$ cat src/rtl/iobus_event_reader.sv
// Event-capture RAM reader: tracks the port-A writer by snooping byte enables and
// exposes captured words on the MCS IO bus as a STATUS / DATA-pop / CONTROL FIFO.
module iobus_event_reader #(
  parameter logic [31:0] BASE_ADDR  = 32'hC000_0000,
  parameter int unsigned DEPTH_LOG2 = 9
) (
  input  logic                  Clk,
  input  logic                  Reset_n,
  input  logic [3:0]            wa_we,
  output logic [DEPTH_LOG2-1:0] rb_addr,
  input  logic [31:0]           rb_dout,
  input  logic                  IO_Addr_Strobe,
  input  logic                  IO_Read_Strobe,
  input  logic                  IO_Write_Strobe,
  input  logic [31:0]           IO_Address,
  input  logic [3:0]            IO_Byte_Enable,
  input  logic [31:0]           IO_Write_Data,
  output logic [31:0]           IO_Read_Data,
  output logic                  IO_Ready
);

  localparam int unsigned PW = DEPTH_LOG2 + 1;
  localparam logic [PW-1:0] FULL = {1'b1, {DEPTH_LOG2{1'b0}}};

  typedef enum logic [1:0] {S_IDLE, S_WAIT, S_RESP} state_e;

  state_e                state_q;
  logic [PW-1:0]         wr_ptr_q, wr_ptr_d;
  logic [PW-1:0]         rd_ptr_q, rd_ptr_d;
  logic                  ovf_q, ovf_d;
  logic [1:0]            wait_q;
  logic [DEPTH_LOG2-1:0] rb_addr_q;
  logic [31:0]           rdata_q;
  logic                  ready_q;

  logic [PW-1:0] count;
  logic [31:0]   status;
  logic [31:0]   read_val;
  logic          we, pop, drop, hit, acc, data_rd, ctrl_wr, flush, clr_ovf;
  logic [1:0]    offs;
  logic          unused_inputs;

  assign unused_inputs = ^{IO_Byte_Enable, IO_Write_Data[31:2], IO_Address[1:0], IO_Write_Strobe};

  assign we      = (wa_we == 4'b1111);
  assign count   = wr_ptr_q - rd_ptr_q;
  assign hit     = (IO_Address[31:4] == BASE_ADDR[31:4]);
  assign offs    = IO_Address[3:2];
  assign acc     = (state_q == S_IDLE) && IO_Addr_Strobe;
  assign data_rd = acc && IO_Read_Strobe && hit && (offs == 2'd1) && (count != '0);
  assign ctrl_wr = acc && !IO_Read_Strobe && hit && (offs == 2'd2);
  assign flush   = ctrl_wr && IO_Write_Data[0];
  assign clr_ovf = ctrl_wr && (IO_Write_Data[0] || IO_Write_Data[1]);
  assign pop     = (state_q == S_WAIT) && (wait_q == 2'd2);
  // A write landing on a full buffer with a simultaneous pop just rotates the window.
  assign drop    = we && (count == FULL) && !pop;

  always_comb begin
    status = '0;
    status[31] = ovf_q;
    status[PW-1:0] = count;
    read_val = (IO_Read_Strobe && hit && (offs == 2'd0)) ? status : '0;
    wr_ptr_d = wr_ptr_q + PW'(we);
    rd_ptr_d = rd_ptr_q;
    if (flush)            rd_ptr_d = wr_ptr_q;
    else if (pop || drop) rd_ptr_d = rd_ptr_q + PW'(1);
    ovf_d = ovf_q;
    if (clr_ovf)   ovf_d = 1'b0;
    else if (drop) ovf_d = 1'b1;
  end

  // wait_q counts cycles since rd_ptr last moved; rb_dout is current once it reaches 2.
  always_ff @(posedge Clk or negedge Reset_n) begin
    if (!Reset_n) begin
      state_q   <= S_IDLE;
      wr_ptr_q  <= '0;
      rd_ptr_q  <= '0;
      ovf_q     <= 1'b0;
      wait_q    <= '0;
      rb_addr_q <= '0;
      rdata_q   <= '0;
      ready_q   <= 1'b0;
    end else begin
      wr_ptr_q  <= wr_ptr_d;
      rd_ptr_q  <= rd_ptr_d;
      ovf_q     <= ovf_d;
      rb_addr_q <= rd_ptr_q[DEPTH_LOG2-1:0];
      ready_q   <= 1'b0;
      case (state_q)
        S_IDLE: begin
          rdata_q <= '0;
          if (data_rd) begin
            state_q <= S_WAIT;
            wait_q  <= drop ? 2'd0 : 2'd1;
          end else if (acc) begin
            state_q <= S_RESP;
            ready_q <= 1'b1;
            rdata_q <= read_val;
          end
        end
        S_WAIT: begin
          if (wait_q == 2'd2) begin
            state_q <= S_RESP;
            ready_q <= 1'b1;
            rdata_q <= rb_dout;
          end else begin
            wait_q <= drop ? 2'd0 : wait_q + 2'd1;
          end
        end
        S_RESP: begin
          state_q <= S_IDLE;
          rdata_q <= '0;
        end
        default: begin
          state_q <= S_IDLE;
          rdata_q <= '0;
        end
      endcase
    end
  end

  assign rb_addr      = rb_addr_q;
  assign IO_Read_Data = rdata_q;
  assign IO_Ready     = ready_q;

endmodule

$ cat config.mk
export PLATFORM = sky130hd
export DESIGN_NAME = iobus_event_reader
export DESIGN_NICKNAME = d
export VERILOG_FILES = /design/src/rtl/iobus_event_reader.sv
export SDC_FILE = /design/constraint.sdc
export NUM_CORES = 1
export LEC_CHECK = 0
export CORE_MARGIN = 2
export CORE_UTILIZATION = 35
export DETAILED_ROUTE_END_ITERATION = 12
export PLACE_DENSITY = 0.83
export SETUP_SLACK_MARGIN = 0.3
export SLEW_MARGIN = 40
export SYNTH_ARGS = -nofsm -noshare
export SYNTH_HDL_FRONTEND = slang
export SYNTH_SLANG_ARGS = --single-unit
$ cat constraint.sdc
create_clock -name Clk -period 2.9 [get_ports Clk]
set_input_delay 0.58 -clock Clk [delete_from_list [all_inputs] [get_ports Clk]]
set_output_delay 0.58 -clock Clk [all_outputs]
set_load 0.02 [all_outputs]
Yosys cells after proc, flatten, opt, wreduce, memory -nomap -nowiden
Index checks and enable logic that the tools add are counted.
{ "classes": {"reduce_logical": 27, "n_mux": 22, "add_sub_neg": 4, "n_eq_ne": 11} }
{ "op_table": {"columns": ["op", "count"], "rows": [
  ["$mux 32", 4],
  ["$pmux 32 s2", 1],
  ["$eq 28x28->1 const B", 1],
  ["$mux 10", 2],
  ["$logic_and 1x1->1", 15],
  ["$mux 2", 6],
  ["$add 10x1->10", 1],
  ["$add 10x1->10 const B", 1],
  ["$eq 10x10->1 const B", 1],
  ["$reduce_bool 10->1", 1],
  ["$sub 10x10->10", 1],
  ["$pmux 2 s2", 2],
  ["$mux 1", 6],
  ["$reduce_bool 2->1", 3],
  ["$eq 2x1->1 const B", 2],
  ["$eq 2x2->1 const B", 2],
  ["$eq 4x4->1 const B", 1],
  ["$logic_not 2->1", 2],
  ["$ne 2x2->1 const B", 2],
  ["$ne 3x3->1 const B", 1],
  ["$reduce_and 3->1", 1],
  ["$add 2x1->2 const B", 1],
  ["$logic_not 1->1", 2],
  ["$logic_or 1x1->1", 2],
  ["3 further kinds", 3]
]} }
{ "totals": {"elab_cells": 72, "reg_bits": 67, "input_bits": 109, "out_inout_bits": 42} }

Depth between registers and ports, before layout
{ "logic_depth": {"depth_word": 8, "ltp_mapped": 12, "mapped_depth_nobuf": 12} }

Worst setup path before layout
Ideal clock, no wire load.
{ "synth_path": {"path_type": "reg-to-reg", "startpoint": "register rd_ptr_q[0]", "endpoint": "register rd_ptr_q[9]", "path_buffers": 0, "arrival_ns": 2.933, "setup_time_ns": 0.137, "path_stages_with_launch": 12, "slack_ns": -0.170, "required_time_ns": 2.763, "period_less_slack_ns": 3.070, "path_cell_list": "dfrtp_1 -> ha_1 -> fa_1 -> nand2b_1 -> a211oi_2 -> o21ai_0 -> a2111oi_2 -> nor4b_4 -> a32oi_4 -> nor4_4 -> xnor2_1 -> a21oi_1"} }
{ "synth_via": {"elab_chain_len": 6, "word_cells_on_any_way": 9, "classes_between": "2 x add/sub; 1 x eq/ne; 2 x mux; 4 x reduce/logical"} }
{ "synth_lines": {"columns": ["element", "line", "text"], "rows": [
  ["start: declaration", "29", "logic [PW-1:0] rd_ptr_q, rd_ptr_d;"],
  ["start signal: assignment", "85", "rd_ptr_q <= rd_ptr_d;"],
  ["$sub 10x10->10", "46", "assign count = wr_ptr_q - rd_ptr_q;"],
  ["$eq 10x10->1", "56", "assign drop = we && (count == FULL) && !pop;"],
  ["$logic_and 1x1->1 (2 in a row)", "56", null],
  ["$logic_or 1x1->1", "66", "else if (pop || drop) rd_ptr_d = rd_ptr_q + PW'(1);"],
  ["$reduce_bool 2->1 (no source line)", null, null]
]} }
Parallel ways exist; a longest one is shown, timed or not. The select of a mux whose other input is x is not followed.
A chain may end at the register's enable or synchronous reset.

Worst setup path after layout
{ "layout_path": {"startpoint": "register rd_ptr_q[0]", "endpoint": "register wait_q[0]"} }
{ "layout_via": {"elab_chain_len": 7, "word_cells_on_any_way": 13, "classes_between": "1 x add/sub; 2 x eq/ne; 5 x mux; 5 x reduce/logical"} }
{ "layout_lines": {"columns": ["element", "line", "text"], "rows": [
  ["$sub 10x10->10 (*)", "46", null],
  ["$eq 10x10->1", "56", null],
  ["$logic_and 1x1->1 (2 in a row)", "56", null],
  ["$mux 2 or $mux 1 (tied branches)", "107, 94", null],
  ["$mux 2, on equally long branches", "102, 92", null],
  ["$pmux 2 s2", "89", "case (state_q)"],
  ["end signal: assignment", "94", "wait_q <= drop ? 2'd0 : 2'd1;"],
  ["end signal: assignment", "107", "wait_q <= drop ? 2'd0 : wait_q + 2'd1;"],
  ["end: declaration", "31", "logic [1:0] wait_q;"]
]} }
Mark *: on every way between the ends. The rest lies on a longest branch, timed or not. The select of a mux whose other input is x is not followed.

==> results by stage <==
CTS:
- For the worst-skew pair, the clock arrives at the later sink with an insertion delay of 350 ps.
- The number of buffers inserted by hold repair at cts is 0.
- The total clock buffers created by CTS is 9.
- The deepest level of the CTS H-tree is 3.
- TritonCTS built the clock tree.
- The tree built by TritonCTS fans out to 67 sinks.
- The clock passes through at most 2 buffers.
- The clock input transition at the sequential cells of the worst setup and hold paths is 80 ps.
- The root cell of the clock tree is sky130_fd_sc_hd__clkbuf_8.

Power:
- Of the total power, the clock network draws 26.4%.
- In this run switching power makes up 31.0% of total power.
- Cell internal power was estimated by the tool at 0.00195 W.
- The analysis attributes to cell leakage a power of 2.34 nW.
- In this run the power density over the cells is 513 nW/um^2.
- IR analysis of the VDD net gives a maximum drop of 0.264 mV.
- The part of the power in registers is 35.4%.
- The combinational cell fraction of total power is 38.1%.
- For this design the total switching power over the nets is 0.000875 W.

Placed design:
- Summed over all nets, the half-perimeter wirelength after detailed placement is 7.10 mm.
- The cell count after placement is 617.
- The congestion estimate from routability-driven global placement came to 0.783.
- OpenSTA, run right after detailed placement, puts the worst setup slack at -210 ps.
- The number of port buffers is 113.

Critical path:
- The type of destination of the critical path is a flip-flop.
- The worst setup path is of the flip-flop to flip-flop kind.
- The worst register-to-register path ends at wait_q[0].
- Measured in cells, the most critical reg-to-reg path has a length of 13.
- The origin of the worst setup path is rd_ptr_q[0].
- The startpoint identified for the worst register-to-register timing path is rd_ptr_q[0].
- The capture point of the worst path is wait_q[0].
- The category of the worst setup path launch point is a flip-flop.
- The setup slack on the worst flop-to-flop path is -200 ps.
- The arrival time reported for the critical path endpoint is 3340 ps.
- The required time of the critical path is 3140 ps.
- The maximum fanout along the worst path is 3.

Synthesis:
- The number of warnings issued by yosys is 0.
- The per-instance average area after synthesis is 10.3 um^2.
- The number of nets in the synthesized netlist is 462.
- Yosys attributes the largest share of cell area to sky130_fd_sc_hd__dfrtp_1 48%, sky130_fd_sc_hd__mux2i_1 6.3%, sky130_fd_sc_hd__nor2_1 5.4%.
- Of all cell types, the one taking the most synthesized area is sky130_fd_sc_hd__dfrtp_1.
- Counting every instance in the synthesized netlist gives 338.
- The cell area that synthesis handed to floorplanning was 3470 um^2.
- The post-synthesis register bit count is 67.
- The synthesized design devotes to its leading area cell type 48.3% of total area.
- The distinct cell type count of the synthesized netlist is 47.
- The share of the Yosys chip area taken by registers is 48.3%.

Floorplanning:
- After floorplanning, the core was divided into 36 placement rows.
- During I/O placement, the number of pins put on the boundary was 151.
- The standard cell core area is 9680 um^2.
- From left edge to right edge, the die measures 104 um.
- The die is 104 um tall.
- Once the floorplan was initialized, standard cells occupied 35.9% of the core.
- The floorplan step defined a die boundary enclosing 10700 um^2.

STA:
- The number of pins with negative max-slew slack in the final report is 0.
- Setup repair after global routing could not meet its margin everywhere.
- The tightest hold margin is 146 ps.
- At the pin with the least slew margin, the transition time is 819 ps.
- Measured against its own limit, the worst slew margin works out to 45.3%.
- The slack of the critical path is -202 ps.
- Setup violations remaining at the end of the flow were counted as 15.
- The time the final worst path needs with I/O delays and setup is 3100 ps.
- The peak clock frequency supported by timing is 322 MHz.
- Of the available clock period, the critical path in the final layout requires 107%.
- The clock skew after layout is 14.4 ps.
- The final number of hold-violating endpoints came to 0.
- Setup total negative slack on the finished layout was measured at -1850 ps.

Min path:
- The worst hold-check path type is input port to asynchronous set/reset pin.

Outcome:
- The run finished, with violations left.
- The final reports fail on negative setup slack.

GRT:
- The combined global-route utilization of all metal layers is 18.6%.
- The global-route wire length before repair is 16.2 mm.
- For this run the aggregate overflow at the end of global routing stands at 0.
- The via count of the first global-routing pass is 3367.
- The initial antenna violation count is 0.
- The largest net degree at the start of global routing is 31.

Routing:
- The detail route stage leaves a number of antenna-violating nets equal to 0.
- The via count normalized by instance count is 4.94.
- Detailed routing inserted a total of 3166 vias.
- The remaining routing DRC violations is 0.
- After detailed routing, the average wire length per cell comes to 15.6 um.
- After detailed routing, the total wire length is 10.0 mm.
- For this run, the detailed router's first-pass iteration total came to 4.
- The detailed router finished its first iteration with 237 violations.

Finish:
- The net count of the finished layout is 628.
- The layout has 774 filler cells.
- The final core utilization is 56.9%.
- The number of antenna repair diodes is 0.
- The fraction of layout cells with a size suffix above 1 is 19.3%.
- The synthesis-to-finish area growth is 58.8%.
- The non-filler instance count after layout is 641.

Job:
- Max-cap violations in this run came to 0.
==> cells by family (layout without fill, tap and decap cells) <==
group,Yosys count,after routing,share of synthesized area (%)
AND/OR/NAND/NOR,122,122,18.1
flip-flops,67,67,48.3
AO/OA/AOI/OAI,59,60,11.6
XOR/XNOR,25,25,6.31
multiplexers,25,25,7.32
buffers and inverters,25,194,2.70
adder cells (fa/ha/maj),15,15,5.62
==> power by group through the flow <==
| stage | sequential (W) | combinational [W] | clock (W) |
|---|---|---|---|
| after global routing | 0.00101 | 0.00114 | 0.000808 |
| after detailed placement | 0.00102 | 0.000808 | 0 |
| after global placement | 0.00101 | 0.000787 | 0 |
| after floorplan | 0.00103 | 0.000426 | 0 |
| final | 0.00100 | 0.00108 | 0.000746 |
| after CTS | 0.000999 | 0.000969 | 0.000759 |
==> through the flow <==
stage / area (um^2) / power, W
2_1_floorplan: 3490 / 0.00145
3_3_place_gp: 5080 / 0.00180
3_5_place_dp: 5080 / 0.00182
4_1_cts: 5430 / 0.00273
5_1_grt: 5510 / 0.00296
6_report: 5510 / 0.00283
==> per-layer routing <==
| metal | wire length, um | up-vias | global-route usage, % |
|---|---|---|---|
| met5 | 0 | - | 0 |
| met1 | 3860 | 1525 | 20.3 |
| li1 | - | 1523 | - |
| met4 | 273 | 0 | 8.11 |
| met3 | 427 | 24 | 4.66 |
| met2 | 5440 | 94 | 34.2 |
==> layout make-up <==
| class | instances | area [um^2] | area share [%] |
|---|---|---|---|
| multi-input combinational | 247 | 1890 | 34.2 |
| sequential | 67 | 1680 | 30.4 |
| timing repair buffer | 166 | 1550 | 28.1 |
| tap | 133 | 166 | 3.02 |
| clock buffer | 11 | 131 | 2.38 |
| clock inverter | 4 | 52.6 | 0.953 |
| inverter | 13 | 48.8 | 0.885 |
==> flip-flops by register name, summed over array words and instances, names as in the netlist <==
name	cells
ovf_q	1
state_q	2
IO_Ready	1
rb_addr	9
wr_ptr_q	10
rd_ptr_q	10
wait_q	2
IO_Read_Data	32
==> worst max-delay path: stages, from the launching register on <==
cell	delay (ps)
sky130_fd_sc_hd__dfrtp_1	420
sky130_fd_sc_hd__ha_4	180
sky130_fd_sc_hd__fa_2	340
sky130_fd_sc_hd__nand2b_4	160
sky130_fd_sc_hd__a211oi_4	240
sky130_fd_sc_hd__o21ai_2	110
sky130_fd_sc_hd__a2111oi_4	390
sky130_fd_sc_hd__nor4b_4	240
sky130_fd_sc_hd__buf_4	190
sky130_fd_sc_hd__buf_6	120
sky130_fd_sc_hd__nand3_4	60
sky130_fd_sc_hd__a21oi_4	180
sky130_fd_sc_hd__a21oi_1	70
sky130_fd_sc_hd__mux2_4	280
==> worst min-delay path by stage <==
stage	startpoint	to	cells past startpoint
after floorplan	Reset_n	IO_Read_Data[0]	0
after global placement	rd_ptr_q[7]	rb_addr[7]	1
after detailed placement	rd_ptr_q[7]	rb_addr[7]	1
after CTS	Reset_n	IO_Ready	1
after global routing	Reset_n	IO_Ready	1
final	Reset_n	IO_Ready	1
==> cell usage after synthesis (all sizes together) <==
| master | n |
|---|---|
| dfrtp | 67 |
| nor2 | 50 |
| mux2i | 22 |
| xnor2 | 20 |
| a21oi | 17 |
| o21ai | 16 |
| ha | 14 |
| nand2 | 14 |
| inv | 13 |
| nand3 | 13 |
| clkbuf | 12 |
| a211oi | 10 |
| nor4 | 8 |
| nand2b | 6 |
| nor2b | 6 |
| nor3 | 6 |
| xor2 | 5 |
| and3 | 4 |
| mux2 | 3 |
| nand4 | 3 |
| a21o | 2 |
| a22oi | 2 |
| and2b | 2 |
| nor4b | 2 |
| o2111a | 2 |
| o21a | 2 |
| or2 | 2 |
| or3 | 2 |
| a2111oi | 1 |
| a31oi | 1 |
| a32oi | 1 |
| and2 | 1 |
| and3b | 1 |
| and4 | 1 |
| fa | 1 |
| nand3b | 1 |
| o2111ai | 1 |
| o221a | 1 |
| o22ai | 1 |
| o31a | 1 |
| o31ai | 1 |
==> placed cells by master (no fill, tap or decap), types with 3 or more instances in the layout <==
cell	netlist	layout
sky130_fd_sc_hd__xnor2_1	20	18
sky130_fd_sc_hd__nand2b_1	6	4
sky130_fd_sc_hd__nor2_2	0	3
sky130_fd_sc_hd__and3_1	4	4
sky130_fd_sc_hd__xor2_1	5	3
sky130_fd_sc_hd__nor4_1	6	6
sky130_fd_sc_hd__nor2_1	50	47
sky130_fd_sc_hd__a21oi_1	17	15
sky130_fd_sc_hd__nand4_1	3	3
sky130_fd_sc_hd__buf_4	0	48
sky130_fd_sc_hd__clkbuf_8	0	9
sky130_fd_sc_hd__buf_6	0	4
sky130_fd_sc_hd__inv_1	13	12
sky130_fd_sc_hd__nand2_1	14	14
sky130_fd_sc_hd__ha_1	14	13
sky130_fd_sc_hd__nand3_1	13	11
sky130_fd_sc_hd__o21ai_0	15	14
sky130_fd_sc_hd__nor2b_1	6	6
sky130_fd_sc_hd__a211oi_1	9	9
sky130_fd_sc_hd__clkdlybuf4s50_1	0	112
sky130_fd_sc_hd__nor3_1	6	5
sky130_fd_sc_hd__dfrtp_1	67	67
sky130_fd_sc_hd__mux2i_1	22	22
==> repair_timing <==
action                     4_1_cts  5_1_grt
gates resized for setup         16       11
buffers inserted                 6        2
setup endpoints to repair       16       17
pin swaps                       10        7
gates cloned                     1        0
Note: power is estimated with default switching activity, not from simulation.
